===== src/rtl/alu_arbiter.sv =====
// alu_arbiter: round-robin sharing of one registered ALU among NUM_REQ requesters.
// Each operation walks IDLE (grant) -> EXEC (ALU enabled one cycle) -> RESP
// (result held until the consumer accepts it).
//
// Ports:
//   clk, reset              - clock, asynchronous active-high reset
//   req_valid / req_input   - per-requester pending flag and operation payload
//   req_ready               - one-hot, same-cycle accept (IDLE only)
//   alu_enable / alu_input  - drive the shared ALU
//   alu_out                 - registered ALU result
//   resp_valid / resp_ready - response handshake
//   resp_data / resp_id     - result and the index of the requester that owns it
//   busy                    - high whenever the FSM is not idle

package alu_arbiter_pkg;
  localparam int unsigned DATA_WIDTH  = 32;
  localparam int unsigned IMM_WIDTH   = 12;
  localparam int unsigned INSTR_WIDTH = 4;

  typedef logic [DATA_WIDTH-1:0]  data_t;
  typedef logic [INSTR_WIDTH-1:0] instr_t;

  localparam instr_t INSTR_ADD  = 4'd0;
  localparam instr_t INSTR_SUB  = 4'd1;
  localparam instr_t INSTR_XOR  = 4'd2;
  localparam instr_t INSTR_ADDI = 4'd3;
  localparam instr_t INSTR_BEQ  = 4'd4;

  typedef struct packed {
    data_t                rs1;
    data_t                rs2;
    logic [IMM_WIDTH-1:0] imm12;
    instr_t               instruction;
  } alu_input_t;
endpackage

module alu_arbiter
  import alu_arbiter_pkg::*;
#(
  parameter int unsigned NUM_REQ  = 4,
  parameter int unsigned ID_WIDTH = $clog2(NUM_REQ)
) (
  input  logic                      clk,
  input  logic                      reset,
  input  logic       [NUM_REQ-1:0]  req_valid,
  input  alu_input_t [NUM_REQ-1:0]  req_input,
  output logic       [NUM_REQ-1:0]  req_ready,
  output logic                      alu_enable,
  output alu_input_t                alu_input,
  input  data_t                     alu_out,
  output logic                      resp_valid,
  input  logic                      resp_ready,
  output data_t                     resp_data,
  output logic       [ID_WIDTH-1:0] resp_id,
  output logic                      busy
);

  typedef enum logic [1:0] {
    S_IDLE,
    S_EXEC,
    S_RESP
  } state_t;

  state_t              state;
  alu_input_t          op_reg;
  logic [ID_WIDTH-1:0] id_reg;
  logic [ID_WIDTH-1:0] rr_ptr;
  logic [ID_WIDTH-1:0] grant;
  logic                grant_found;

  // Round-robin search starting just after the last winner, wrapping at NUM_REQ.
  always_comb begin
    int unsigned cand;
    grant_found = 1'b0;
    grant       = '0;
    cand        = 0;
    for (int unsigned i = 1; i <= NUM_REQ; i++) begin
      cand = 32'(rr_ptr) + i;
      if (cand >= NUM_REQ) begin
        cand = cand - NUM_REQ;
      end
      if (!grant_found && req_valid[ID_WIDTH'(cand)]) begin
        grant_found = 1'b1;
        grant       = ID_WIDTH'(cand);
      end
    end
  end

  // Accept is combinational so a requester transfers in the cycle it is granted;
  // reset also masks it because the state is IDLE while reset is held.
  always_comb begin
    req_ready = '0;
    if (!reset && state == S_IDLE && grant_found) begin
      req_ready[grant] = 1'b1;
    end
  end

  // Control FSM with registered control outputs.
  always_ff @(posedge clk or posedge reset) begin
    if (reset) begin
      state      <= S_IDLE;
      rr_ptr     <= ID_WIDTH'(NUM_REQ - 1);
      op_reg     <= '0;
      id_reg     <= '0;
      alu_enable <= 1'b0;
      resp_valid <= 1'b0;
      busy       <= 1'b0;
    end else begin
      case (state)
        S_IDLE: begin
          if (grant_found) begin
            op_reg     <= req_input[grant];
            id_reg     <= grant;
            rr_ptr     <= grant;
            state      <= S_EXEC;
            alu_enable <= 1'b1;
            busy       <= 1'b1;
          end
        end
        S_EXEC: begin
          state      <= S_RESP;
          alu_enable <= 1'b0;
          resp_valid <= 1'b1;
        end
        S_RESP: begin
          if (resp_ready) begin
            state      <= S_IDLE;
            resp_valid <= 1'b0;
            busy       <= 1'b0;
          end
        end
        default: begin
          state      <= S_IDLE;
          alu_enable <= 1'b0;
          resp_valid <= 1'b0;
          busy       <= 1'b0;
        end
      endcase
    end
  end

  // The ALU holds its result while disabled, so the response is a direct pass-through.
  assign alu_input = op_reg;
  assign resp_data = alu_out;
  assign resp_id   = id_reg;

endmodule


===== config.mk =====
export PLATFORM = sky130hd
export DESIGN_NAME = alu_arbiter
export DESIGN_NICKNAME = d
export VERILOG_FILES = /design/src/rtl/alu_arbiter.sv
export SDC_FILE = /design/constraint.sdc
export NUM_CORES = 1
export LEC_CHECK = 0
export CORE_AREA = 4 4 186 188
export CTS_CLUSTER_SIZE = 8
export DETAILED_ROUTE_END_ITERATION = 10
export DIE_AREA = 0 0 190 192
export PLACE_DENSITY = 0.52
export SYNTH_ARGS = -nofsm -noshare
export SYNTH_HDL_FRONTEND = slang
export SYNTH_SLANG_ARGS = --single-unit

===== constraint.sdc =====
create_clock -name clk -period 3.7 [get_ports clk]
set_input_delay 0.74 -clock clk [delete_from_list [all_inputs] [get_ports clk]]
set_output_delay 0.74 -clock clk [all_outputs]
set_load 0.005 [all_outputs]

Word-level counts from Yosys, hierarchy flattened
Index checks and enable logic that the tools add are counted.
{"block": "word_totals", "reg_bits": 89, "elab_cells": 84}
{"block": "op_classes", "n_addsub": 8, "magnitude_cmp": 10, "n_eq_ne": 4, "mux": 33, "bitwise_logic": 3, "n_reduce_logical": 16}
{"operator": "$bmux 80 s2", "n": 1}
{"operator": "$mux 80", "n": 1}
{"operator": "$mux 2", "n": 10}
{"operator": "$lt 2x3->1 const B", "n": 5}
{"operator": "$mux 1", "n": 11}
{"operator": "$ge 3x3->1 const B", "n": 3}
{"operator": "$bmux 1 s2", "n": 4}
{"operator": "$reduce_and 2->1", "n": 4}
{"operator": "$sub 2x1->2 const B", "n": 4}
{"operator": "$add 2x2->3 const B", "n": 2}
{"operator": "$logic_and 1x1->1", "n": 6}
{"operator": "$pmux 1 s3", "n": 2}
{"operator": "$pmux 2 s3", "n": 1}
{"operator": "$add 2x3->4 const B", "n": 1}
{"operator": "$ge 4x3->1 const B", "n": 1}
{"operator": "$logic_not 1->1", "n": 4}
{"operator": "$mux 4", "n": 1}
{"operator": "$ne 2x2->1 const B", "n": 2}
{"operator": "$add 2x1->3 const B", "n": 1}
{"operator": "$not 1->1", "n": 3}
{"operator": "$reduce_and 3->1", "n": 1}
{"operator": "$demux 1 s2", "n": 1}
{"operator": "$eq 2x1->1 const B", "n": 1}
{"operator": "$eq 2x2->1 const B", "n": 1}
{"operator": "other kinds (3)", "n": 3}

Depth between registers and ports, before layout
{"block": "logic_depth", "word_depth": 20, "mapped_depth": 8, "depth_no_buf": 5}

Worst setup path after synthesis
Ideal clock, no wire load.
{"block": "synth_path", "path_type": "in2out", "startpoint": "in req_valid[3]", "endpoint": "out req_ready[0]", "arrival_ps": 1819, "slack_ps": 1141, "cell_stages": 5, "n_path_buf": 2, "path_cell_list": "buf_6 > or3_1 > o311ai_4 > buf_6 > and2_1"}
{"block": "synth_between", "elab_chain_cells": 17}
{"item": "start: declaration", "line_no": "45", "source": "input logic [NUM_REQ-1:0] req_valid,"}
{"item": "$bmux 1 s2", "line_no": "82", "source": "if (!grant_found && req_valid[ID_WIDTH'(cand)]) begin"}
{"item": "$mux 1 (not written as such)", "line_no": "82"}
{"item": "$mux 1", "line_no": "82"}
{"item": "$logic_not 1->1", "line_no": "82"}
{"item": "$logic_and 1x1->1", "line_no": "82"}
{"item": "$mux 1", "line_no": "82"}
{"item": "$logic_not 1->1", "line_no": "82"}
{"item": "$logic_and 1x1->1", "line_no": "82"}
{"item": "$mux 1", "line_no": "82"}
{"item": "$logic_not 1->1", "line_no": "82"}
{"item": "$logic_and 1x1->1", "line_no": "82"}
{"item": "$mux 2", "line_no": "82"}
{"item": "$lt 2x3->1 (not written as such) / $ge 2x1->1 (equally long branches)", "line_no": "94", "source": "req_ready[grant] = 1'b1;"}
{"item": "$logic_and 1x1->1 (not written as such)", "line_no": "94"}
{"item": "$mux 1 (not written as such)", "line_no": "94"}
{"item": "$demux 1 s2", "line_no": "94"}
{"item": "$mux 4 *", "line_no": "93", "source": "if (!reset && state == S_IDLE && grant_found) begin"}
{"item": "end: declaration", "line_no": "47", "source": "output logic [NUM_REQ-1:0] req_ready,"}
Mark *: on every way between the ends. The rest lies on a longest branch, timed or not. The select of a mux whose other input is x is not followed.

Final worst setup path
{"block": "layout_path", "startpoint": "in req_valid[3]", "endpoint": "out req_ready[1]"}
Same word-level chain as after synthesis.

==> impl_metrics.tcl <==
set metrics [dict create \
    drtPass1Iterations 6 \
    routed_wl_mm 28.75 \
    syn_to_final_growth_pct 63.87 \
    ioPinCount 480 \
    multi_input_area_um2 4073 \
    worstHoldStart "resp_id[1]$_DFFE_PP0P_" \
    portBuffers 415 \
    holdBufCountCts 0 \
    synth_fp_nets 1003 \
    yosys_warnings 0 \
    hp-class "reg -> reg" \
    cts_resized 0 \
    required_ps 2960 \
    synth_top_family_by_area "compound AO/OA/AOI/OAI gates" \
    drive_gt1_frac 0.2092 \
    ys_seq_elements 89 \
    ys_top_cells_by_area "dfrtp_1, a221oi_2, o22ai_2, mux2i_1, o21ai_0" \
    yosysUniqueCellTypes 38 \
    relSlewSlack 0.3889 \
    rrSetupSlack_ps 1260 \
    synth_area_per_cell_um2 10.97 \
    cts_buffer_depth 2 \
    cts_num_sinks 89 \
    cap_violations 0 \
    pwr-share-comb 0.654 \
    grt_overflow 0 \
    die_w_um 190 \
    wire_per_inst_um 19.87 \
    drt_iter0_markers 205 \
    cts_tree "built" \
    synth_top_area_frac 0.3081 \
    muxShareOfSynthArea 0.1148 \
    intPower_mw 4.749 \
    gp_congestion 0.7439 \
    synth-xor-area-share 0 \
    worst_pin_slew_ps 916.7 \
    timing_hold_violations_final 0 \
    cts_setup_buffers 0 \
    syn_inst 644 \
    fin_crit_sh 0.9051 \
    fmax_mhz 298.6 \
    peakVddDrop_uv 809.1 \
    swShare 0.4240 \
    synth_largest_area_cell "dfrtp_1" \
    p_per_area_nw_per_um2 712.1 \
    setup_viol 0 \
    route.detailed.drc 0 \
    core-area_um2 33110 \
    grt_pass1_wl_mm 42.34 \
    clockPowerShare 0.118 \
    cts_buffers 9 \
    clkLatencyLatePin_ps 350 \
    yosysSeqAreaShare 0.3156 \
    async_flop_share 1.000 \
    crit_start "req_valid[3]" \
    route.vias.total 6580 \
    synth-compound-area-share 0.3970 \
    clock_skew_ps 11.94 \
    p_total_mw 8.245 \
    hpwl_mm 21.96 \
    fp.dieH_um 192 \
    synth-simple-area-share 0.06198 \
    grt_antenna_before_repair 0 \
    n_antenna_cell 0 \
    rr_endpoint "alu_input[20]$_DFFE_PP0P_" \
    synth_edf_count 0 \
    synthAdderAreaFrac 0 \
    r2r_start "state[0]$_DFFE_PP0P_" \
    seqPwrFrac 0.228 \
    synthFlopType "dfrtp_1" \
    status "finished, final reports clean" \
    start_util 0.2134 \
    h-tree-depth 3 \
    grt_max_degree 92 \
    grt_pass1_vias 6802 \
    leakage_nw 4.471 \
    path_clk_slew_ps 70 \
    fillCellCount 3334 \
    ant_nets 0 \
    rsz0062_at_grt "false" \
    crit_end "req_ready[1]" \
    via_per_inst 4.547 \
    ff2ff_path_depth 6 \
    critPathArrivalTime_ps 2610 \
    report.final.slew_viol_count 0 \
    root_buffer "clkbuf_16" \
    regArea_um2 2230 \
    synth.cell_area_um2 7066 \
    finalSetupTns_ps 0 \
    switchingPower_mw 3.496 \
    crit_path_start_kind "input port" \
    finalNetCount 1353 \
    dieArea_um2 36480 \
    critPathMaxFanout 8 \
    grt_usage 0.1491 \
    path_class "in -> out" \
    period_needed_ps 3349 \
    row_count 67 \
    end_kind "output port" \
]
-- sequential cells by signal (all words and copies together) (netlist names) --
signal,cells
alu_enable,1
alu_input,80
busy,1
resp_id,2
resp_valid,1
rr_ptr,2
state,2
-- critical path: stages --
cell and delay [ps]:
clkdlybuf4s50_1 450, buf_4 190, nor2_2 210, a21oi_1 120, o21ai_0 200, and3_1 190
clkdlybuf4s50_1 510
-- cell usage after synthesis, drive strengths merged, types with 6 or more instances --
library cell	number
o21ai	88
a221oi	81
clkbuf	11
inv	6
o22ai	82
a21oi	8
nand2	6
mux2i	81
buf	86
dfrtp	87
nor2	90
-- metrics by stage --
step	worst slack, ps	area [µm²]	hold WS [ps]	instances	util
6_report	351.1	11580	492.4	1447	0.3497
3_3_place_gp	332.7	11280	459.5	1431	0.3406
3_5_place_dp	352.6	11280	469.2	1431	0.3406
4_1_cts	343.4	11580	497.4	1447	0.3497
2_1_floorplan	656.4	7066	470.1	644	-
5_1_grt	249.1	11580	542.5	1447	0.3497
-- cell families after synthesis --
group                  count (synthesis)
AOI/OAI and AO/OA                    265
and+or+nand+nor                      106
buffers and inverters                103
DFF                                   89
muxes                                 81
-- power groups by stage --
stage | combinational (mW) | clock (mW) | sequential, mW
global placement | 5.42 | 0 | 1.88
finish | 5.39 | 0.977 | 1.88
detailed placement | 5.47 | 0 | 1.89
CTS | 5.48 | 1.03 | 1.88
global route | 5.86 | 1.08 | 1.95
floorplan | 3.58 | 0 | 1.83
-- placed cells by master, fill, tap and decap left out, types with 2 or more instances in the layout --
| cell | n |
|---|---|
| o22ai_1 | 3 |
| o21ai_0 | 85 |
| clkbuf_1 | 2 |
| nor2_1 | 89 |
| a221oi_2 | 79 |
| o22ai_2 | 79 |
| inv_1 | 2 |
| dfrtp_1 | 87 |
| nand2b_1 | 2 |
| dfstp_2 | 2 |
| clkdlybuf4s50_1 | 415 |
| buf_12 | 6 |
| clkbuf_16 | 9 |
| clkinvlp_4 | 3 |
| o21ai_1 | 2 |
| and3_1 | 2 |
| mux2i_1 | 81 |
| a21oi_1 | 7 |
| inv_4 | 3 |
| buf_4 | 15 |
| nand2_1 | 6 |
-- worst min-delay path by stage --
stage	endpoint	slack [ps]	cells past startpoint
2_1_floorplan	resp_id[1]$_DFFE_PP0P_	470	2
3_3_place_gp	resp_id[1]$_DFFE_PP0P_	460	2
3_5_place_dp	resp_id[1]$_DFFE_PP0P_	470	2
4_1_cts	resp_id[1]$_DFFE_PP0P_	500	2
5_1_grt	resp_valid$_DFFE_PP0P_	540	1
6_report	resp_id[1]$_DFFE_PP0P_	490	2
-- cell type report --
| cell class | count | area share |
|---|---|---|
| clock inverters | 4 | 0.004539 |
| repair buffers | 436 | 0.3789 |
| flip-flops and latches | 89 | 0.1926 |
| well taps | 448 | 0.04841 |
| inverters | 6 | 0.002593 |
| clock buffers | 12 | 0.02129 |
| multi-input cells | 452 | 0.3517 |
-- routing by layer --
layer,vias up,global-route usage,part of all wire
met2,267,0.2506,0.48
met1,3122,0.1864,0.42
met4,0,0.03255,0.015
met3,35,0.04998,0.086
li1,3156,-,-
met5,-,0,0
(Power assumes the default switching activity.)
